[config.mk]
export PLATFORM = sky130hd
export DESIGN_NAME = pipeline_ctrl
export DESIGN_NICKNAME = d
export VERILOG_FILES = /design/src/rtl/pipeline_ctrl.sv
export SDC_FILE = /design/constraint.sdc
export NUM_CORES = 1
export LEC_CHECK = 0
export BUFFER_PORTS_ARGS = -buffer_cell sky130_fd_sc_hd__buf_2
export CAP_MARGIN = 0
export CELL_PAD_IN_SITES_DETAIL_PLACEMENT = 2
export CELL_PAD_IN_SITES_GLOBAL_PLACEMENT = 2
export CORE_MARGIN = 2
export CORE_UTILIZATION = 32
export CTS_BUF_LIST = sky130_fd_sc_hd__clkbuf_16
export CTS_CLUSTER_SIZE = 16
export DETAILED_ROUTE_END_ITERATION = 6
export PLACE_DENSITY = 0.82
export SYNTH_ARGS = -nofsm -noshare
export SYNTH_HDL_FRONTEND = slang
export SYNTH_SLANG_ARGS = --single-unit
export TNS_END_PERCENT = 20
[constraint.sdc]
create_clock -name clk -period 3.6 [get_ports clk]
set_clock_uncertainty 0.1 [all_clocks]
set_input_delay 0.18 -clock clk [delete_from_list [all_inputs] [get_ports clk]]
set_output_delay 0.18 -clock clk [all_outputs]
set_load 0.05 [all_outputs]
[src/rtl/pipeline_ctrl.sv]
`default_nettype none
// ============================================================================
// Module   : pipeline_ctrl
// Brief    : Hold/bubble/flush and PC-redirect controller for the 5-stage core.
// Revision : 1.0
// ============================================================================
module pipeline_ctrl #(
    parameter int FLUSH_CYCLES  = 2,
    parameter int STALL_TIMEOUT = 255
) (
    input  logic        clk,
    input  logic        rst,
    input  logic        ctrl_jump_req_in,
    input  logic [31:0] ctrl_jump_addr_in,
    input  logic        ctrl_mem_busy_in,
    input  logic        ctrl_ex_is_load_in,
    input  logic [4:0]  ctrl_ex_write_addr_in,
    input  logic [4:0]  ctrl_id_reg1_addr_in,
    input  logic [4:0]  ctrl_id_reg2_addr_in,
    output logic        ctrl_hold_out,
    output logic        ctrl_bubble_out,
    output logic        ctrl_flush_out,
    output logic        ctrl_pc_jump_out,
    output logic [31:0] ctrl_pc_jump_addr_out,
    output logic        ctrl_timeout_out
);

    localparam int FCW = $clog2(FLUSH_CYCLES) + 1;
    localparam int SCW = $clog2(STALL_TIMEOUT + 1);
    localparam logic [FCW-1:0] c_FLUSH_LOAD = FCW'(FLUSH_CYCLES - 1);
    localparam logic [SCW-1:0] c_STALL_MAX  = SCW'(STALL_TIMEOUT);

    typedef enum logic [1:0] {
        S_RUN       = 2'd0,
        S_FLUSH     = 2'd1,
        S_MEM_STALL = 2'd2
    } state_t;

    state_t         r_state;
    state_t         w_state_nxt;
    logic [FCW-1:0] r_flush_cnt;
    logic [FCW-1:0] w_flush_cnt_nxt;
    logic [SCW-1:0] r_stall_cnt;
    logic [SCW-1:0] w_stall_cnt_nxt;
    logic           r_flush;
    logic           r_pc_jump;
    logic [31:0]    r_pc_jump_addr;
    logic           r_timeout;
    logic           w_accept;
    logic           w_hold;
    logic           w_bubble;
    logic           w_load_use;
    logic           w_timeout_hit;

    // x0 is hardwired to zero, so a load targeting it can never be a hazard.
    assign w_load_use = ctrl_ex_is_load_in
                      && (ctrl_ex_write_addr_in != 5'd0)
                      && ((ctrl_ex_write_addr_in == ctrl_id_reg1_addr_in)
                       || (ctrl_ex_write_addr_in == ctrl_id_reg2_addr_in));

    always_comb begin
        w_state_nxt     = r_state;
        w_flush_cnt_nxt = r_flush_cnt;
        w_stall_cnt_nxt = r_stall_cnt;
        w_accept        = 1'b0;
        w_hold          = 1'b0;
        w_bubble        = 1'b0;
        case (r_state)
            S_RUN: begin
                if (ctrl_mem_busy_in) begin
                    w_hold          = 1'b1;
                    w_state_nxt     = S_MEM_STALL;
                    w_stall_cnt_nxt = SCW'(1);
                end else if (ctrl_jump_req_in) begin
                    w_accept = 1'b1;
                end else if (w_load_use) begin
                    w_hold   = 1'b1;
                    w_bubble = 1'b1;
                end
            end
            S_FLUSH: begin
                // Requests arriving here are from the wrong path and are dropped.
                if (ctrl_mem_busy_in) begin
                    w_hold = 1'b1;
                end else if (r_flush_cnt == '0) begin
                    w_state_nxt = S_RUN;
                end else begin
                    w_flush_cnt_nxt = r_flush_cnt - FCW'(1);
                end
            end
            S_MEM_STALL: begin
                if (ctrl_mem_busy_in) begin
                    w_hold = 1'b1;
                    if (r_stall_cnt < c_STALL_MAX) begin
                        w_stall_cnt_nxt = r_stall_cnt + SCW'(1);
                    end
                end else begin
                    w_state_nxt     = S_RUN;
                    w_stall_cnt_nxt = '0;
                    w_accept        = ctrl_jump_req_in;
                end
            end
            default: begin
                w_state_nxt     = S_RUN;
                w_flush_cnt_nxt = '0;
                w_stall_cnt_nxt = '0;
            end
        endcase
        if (w_accept) begin
            w_state_nxt     = S_FLUSH;
            w_flush_cnt_nxt = c_FLUSH_LOAD;
        end
    end

    assign w_timeout_hit = (w_state_nxt == S_MEM_STALL) && (w_stall_cnt_nxt == c_STALL_MAX);

    always_ff @(posedge clk or negedge rst) begin
        if (!rst) begin
            r_state        <= S_RUN;
            r_flush_cnt    <= '0;
            r_stall_cnt    <= '0;
            r_flush        <= 1'b0;
            r_pc_jump      <= 1'b0;
            r_pc_jump_addr <= '0;
            r_timeout      <= 1'b0;
        end else begin
            r_state     <= w_state_nxt;
            r_flush_cnt <= w_flush_cnt_nxt;
            r_stall_cnt <= w_stall_cnt_nxt;
            r_flush     <= (w_state_nxt == S_FLUSH);
            r_pc_jump   <= w_accept;
            if (w_accept) begin
                r_pc_jump_addr <= ctrl_jump_addr_in;
            end
            if (w_timeout_hit) begin
                r_timeout <= 1'b1;
            end
        end
    end

    // Gate the combinational controls so they read 0 while reset is held.
    assign ctrl_hold_out         = rst & w_hold;
    assign ctrl_bubble_out       = rst & w_bubble;
    assign ctrl_flush_out        = r_flush;
    assign ctrl_pc_jump_out      = r_pc_jump;
    assign ctrl_pc_jump_addr_out = r_pc_jump_addr;
    assign ctrl_timeout_out      = r_timeout;

endmodule
`default_nettype wire
==> metrics.md <==
| Metric | Value |
|---|---|
| Largest family of logic cells by synthesized area | `multiplexers` |
| Yosys top cell area share | `between 50% and 60%` |
| DIE AREA | `around 8000 um^2` |
| 1st-iter DRT viols | `about 100` |
| Mapped Area | `approximately 2300 um^2` |
| Power Density | `between 900 and 1000 nW/um^2` |
| DR WL/cell | `20.4 um` |
| Post-synth cell types | `approximately 50` |
| IO Port Bufs | `between 80 and 90` |
| Drc violations | `0` |
| Top-level I/O count | `89` |
| Drt first pass iters | `6` |
| Slew @ Worst Pin | `roughly 600 ps` |
| Vias | `about 1900` |
| Largest cells by area after synthesis | `dfrtp_1 51%, mux2_2 13%, mux2_1 3.4%` |
| Pins Over Slew Limit | `0` |
| CTS tree | `yes` |
| Final Cell Area | `slightly above 3000 um^2` |
| Clk buf depth | `2` |
| Max cap viols | `0` |
| Synth Instances | `around 200` |
| Synth Area in Adders | `3.23%` |
| Final period utilization | `between 70% and 80%` |
| Clock slew at reported path FFs | `~60 ps` |
| RSZ-0062 raised after global routing | `no` |
| Count leader, synth | `dfrtp_1` |
| Global route total overflow | `0` |
| Post-synth EDFFs | `0` |
| Clock root buffer | `clkbuf_16` |
| Clock Power Share | `17.7%` |
| Yosys warns | `0` |
| Core region area | `7140 um^2` |
| Largest net degree at the start of global routing | `48` |
| Initial antenna violation count | `0` |
| Vias in the first global route | `roughly 2200` |
| Max VDD drop | `0.674 mV` |
| Status | `finished, final reports clean` |
| Crit Path Max Fanout | `9` |
| Slew HR | `between 50% and 60%` |
| Crit start category | `flop` |
| R2R Path End | `ctrl_timeout_out` |
| Synth Register Bits | `47` |
| Clock H-tree levels | `2` |
| Critical Path RT | `3680 ps` |
| Top_reg_cell synth | `dfrtp_1` |
| Final Critical Period | `2590 ps` |
| Worst hold path type | `in2reg` |
| Area Overhead vs Synth | `30.2%` |
| Post-synth ARST share | `between 90% and 100%` |
| Highest clock rate | `roughly 390 MHz` |
| Gpl congestion | `between 0.7 and 0.8` |
| Global-route wire length before repair | `12200 um` |
| Worst hold path depth | `2` |
| Via density | `5.05` |
| Mux share of post-synthesis cell area | `~16%` |
| Final setup fails | `0` |
| Worst reg2reg path depth | `7` |
| Post-DRT Antenna Nets | `0` |
| Sw power | `~1.4 mW` |
| Clock sink count | `47` |
| Ant. Diodes | `0` |
| Nets | `between 300 and 400` |
| Switching Share | `approximately half` |
| Site Rows | `31` |
| Most frequent cells after synthesis | `47 x dfrtp_1, 26 x mux2_2, 14 x nor2_1` |
| Reg power frac | `30.7%` |
| Worst r2r src | `r_state[0]` |
| Chip width | `89.2 um` |
| Sequential element share of the synthesized area | `between 50% and 60%` |
| Post-CTS Resized | `0` |
| Initial core utilization | `between 30% and 40%` |
| CP arrival | `roughly 2700 ps` |
| Detailed Place HPWL | `around 5600 um` |
| CTS Buf Count | `5` |
| Final hold vios | `0` |
| Combinational power share | `51.6%` |
| Chip Height | `between 80 and 90 um` |
| Hold Crit Endpoint | `ctrl_pc_jump_addr_out[12]` |
| Static Leakage | `approximately 1.4 nW` |
| Post-Synth XOR/XNOR Area | `about 3.8%` |
| CP endpoint kind | `flop` |
| Setup tns final | `0 ps` |
| Internal power | `~1.5 mW` |
| Syn nets | `253` |
| Hold Startpoint | `ctrl_jump_addr_in[12]` |
| Clock Latency Late Sink | `between 200 and 300 ps` |
| Total global-route track usage | `a little over a fifth` |
| Simple-gate share of the synthesized area | `12.1%` |
| Avg Inst Size Synth | `between 10 and 15 um^2` |
| Share of post-route cells with drive strength above 1 | `a little under half` |
| Critical path type | `reg2reg` |
| Post-Place Cell Area | `roughly 2900 um^2` |
| Compound-cell area share of the yosys netlist | `about a tenth` |
| Synth area leader | `dfrtp_1` |
| Reg-to-reg slack, setup | `about 1000 ps` |
| Post-Route WL | `7830 um` |
| Layout filler cell count | `785` |
-- through the flow --
step                      std cells  setup WS (ps)  utilization (%)  total power, mW  hold slack [ps]
after floorplan                 195           1140                -             1.96             -216
after global placement          376           1310             40.0             2.28              294
after detailed placement        376           1170             40.0             2.37              292
after CTS                       384            968             42.4             2.92             2.27
after global routing            384            888             42.4             3.04             14.0
final                           384           1010             42.4             2.90             4.32
-- worst max-delay path by stage --
stage / from / end / slack, ps / depth (start not counted)
after floorplan: r_state[0] / ctrl_bubble_out / 1140 / 6
after global placement: r_state[0] / ctrl_timeout_out / 1310 / 7
after detailed placement: r_state[0] / ctrl_timeout_out / 1170 / 7
after CTS: r_state[0] / ctrl_timeout_out / 970 / 7
after global routing: r_state[0] / ctrl_timeout_out / 890 / 7
final: r_state[0] / ctrl_timeout_out / 1010 / 7
-- kinds of logic (layout without fill, tap and decap cells) --
family	Yosys count	count (layout)
XOR/XNOR	10	10
adder cells (fa/ha/maj)	6	6
multiplexers	34	34
buffers and inverters	16	106
flip-flops	47	47
AND/OR/NAND/NOR	49	49
AO/OA/AOI/OAI	33	33
-- layer usage --
metal  global-route usage (%)  wire length [um]  share of wire (%)  up-vias
li1                         -                 -                  -      881
met1                     23.7              2990                 38      955
met5                        0                 0                  0        -
met4                     8.01               186                2.4        0
met3                     6.93               677                8.6       13
met2                     36.4              3980                 51       90
-- area by class of cell --
cell class	count	area [um^2]	area share [%]
Timing Repair Buffer	91	465	15.4
Sequential cell	47	1180	38.9
Clock buffer	5	125	4.14
Multi-Input combinational cell	132	1070	35.4
Clock inverter	2	33.8	1.12
Tap cell	99	124	4.10
Inverter	8	30.0	0.993
-- flip-flops by register name, indices dropped and copies added (netlist names) --
name	cells
ctrl_flush_out	1
ctrl_pc_jump_addr_out	32
ctrl_pc_jump_out	1
ctrl_timeout_out	1
r_flush_cnt	2
r_stall_cnt	8
r_state	2
-- cell usage in the layout (no fill, tap or decap), drive strengths merged, types with 4 or more instances in the layout --
master,Yosys,routed
buf,7,90
dfrtp,47,47
mux2,33,33
nor2,14,14
inv,8,9
a21oi,9,9
nand3,6,6
xnor2,6,6
ha,6,6
clkbuf,1,5
nand2,4,4
nor3,4,4
xor2,4,4
o21ai,4,4
-- power by group through the flow --
stage | Combinational (mW) | Clock, mW | Sequential, mW
after floorplan | 0.425 | 0 | 1.54
final | 1.49 | 0.513 | 0.889
after global placement | 1.43 | 0 | 0.855
after global routing | 1.58 | 0.543 | 0.916
after detailed placement | 1.48 | 0 | 0.882
after CTS | 1.51 | 0.524 | 0.889
-- repair_timing --
item,CTS,global route
buffers inserted,0,0
endpoints found under the hold margin,22,0
hold buffers,1,0
-- worst max-delay path, cell delays in order (launching register included) --
cell and delay, ps:
dfrtp_1 430, inv_1 100, ha_1 200, and2_1 360, a41oi_2 180, a211oi_2 320, or4b_1 470, o31ai_1 310
Note: power is estimated with default switching activity, not from simulation.
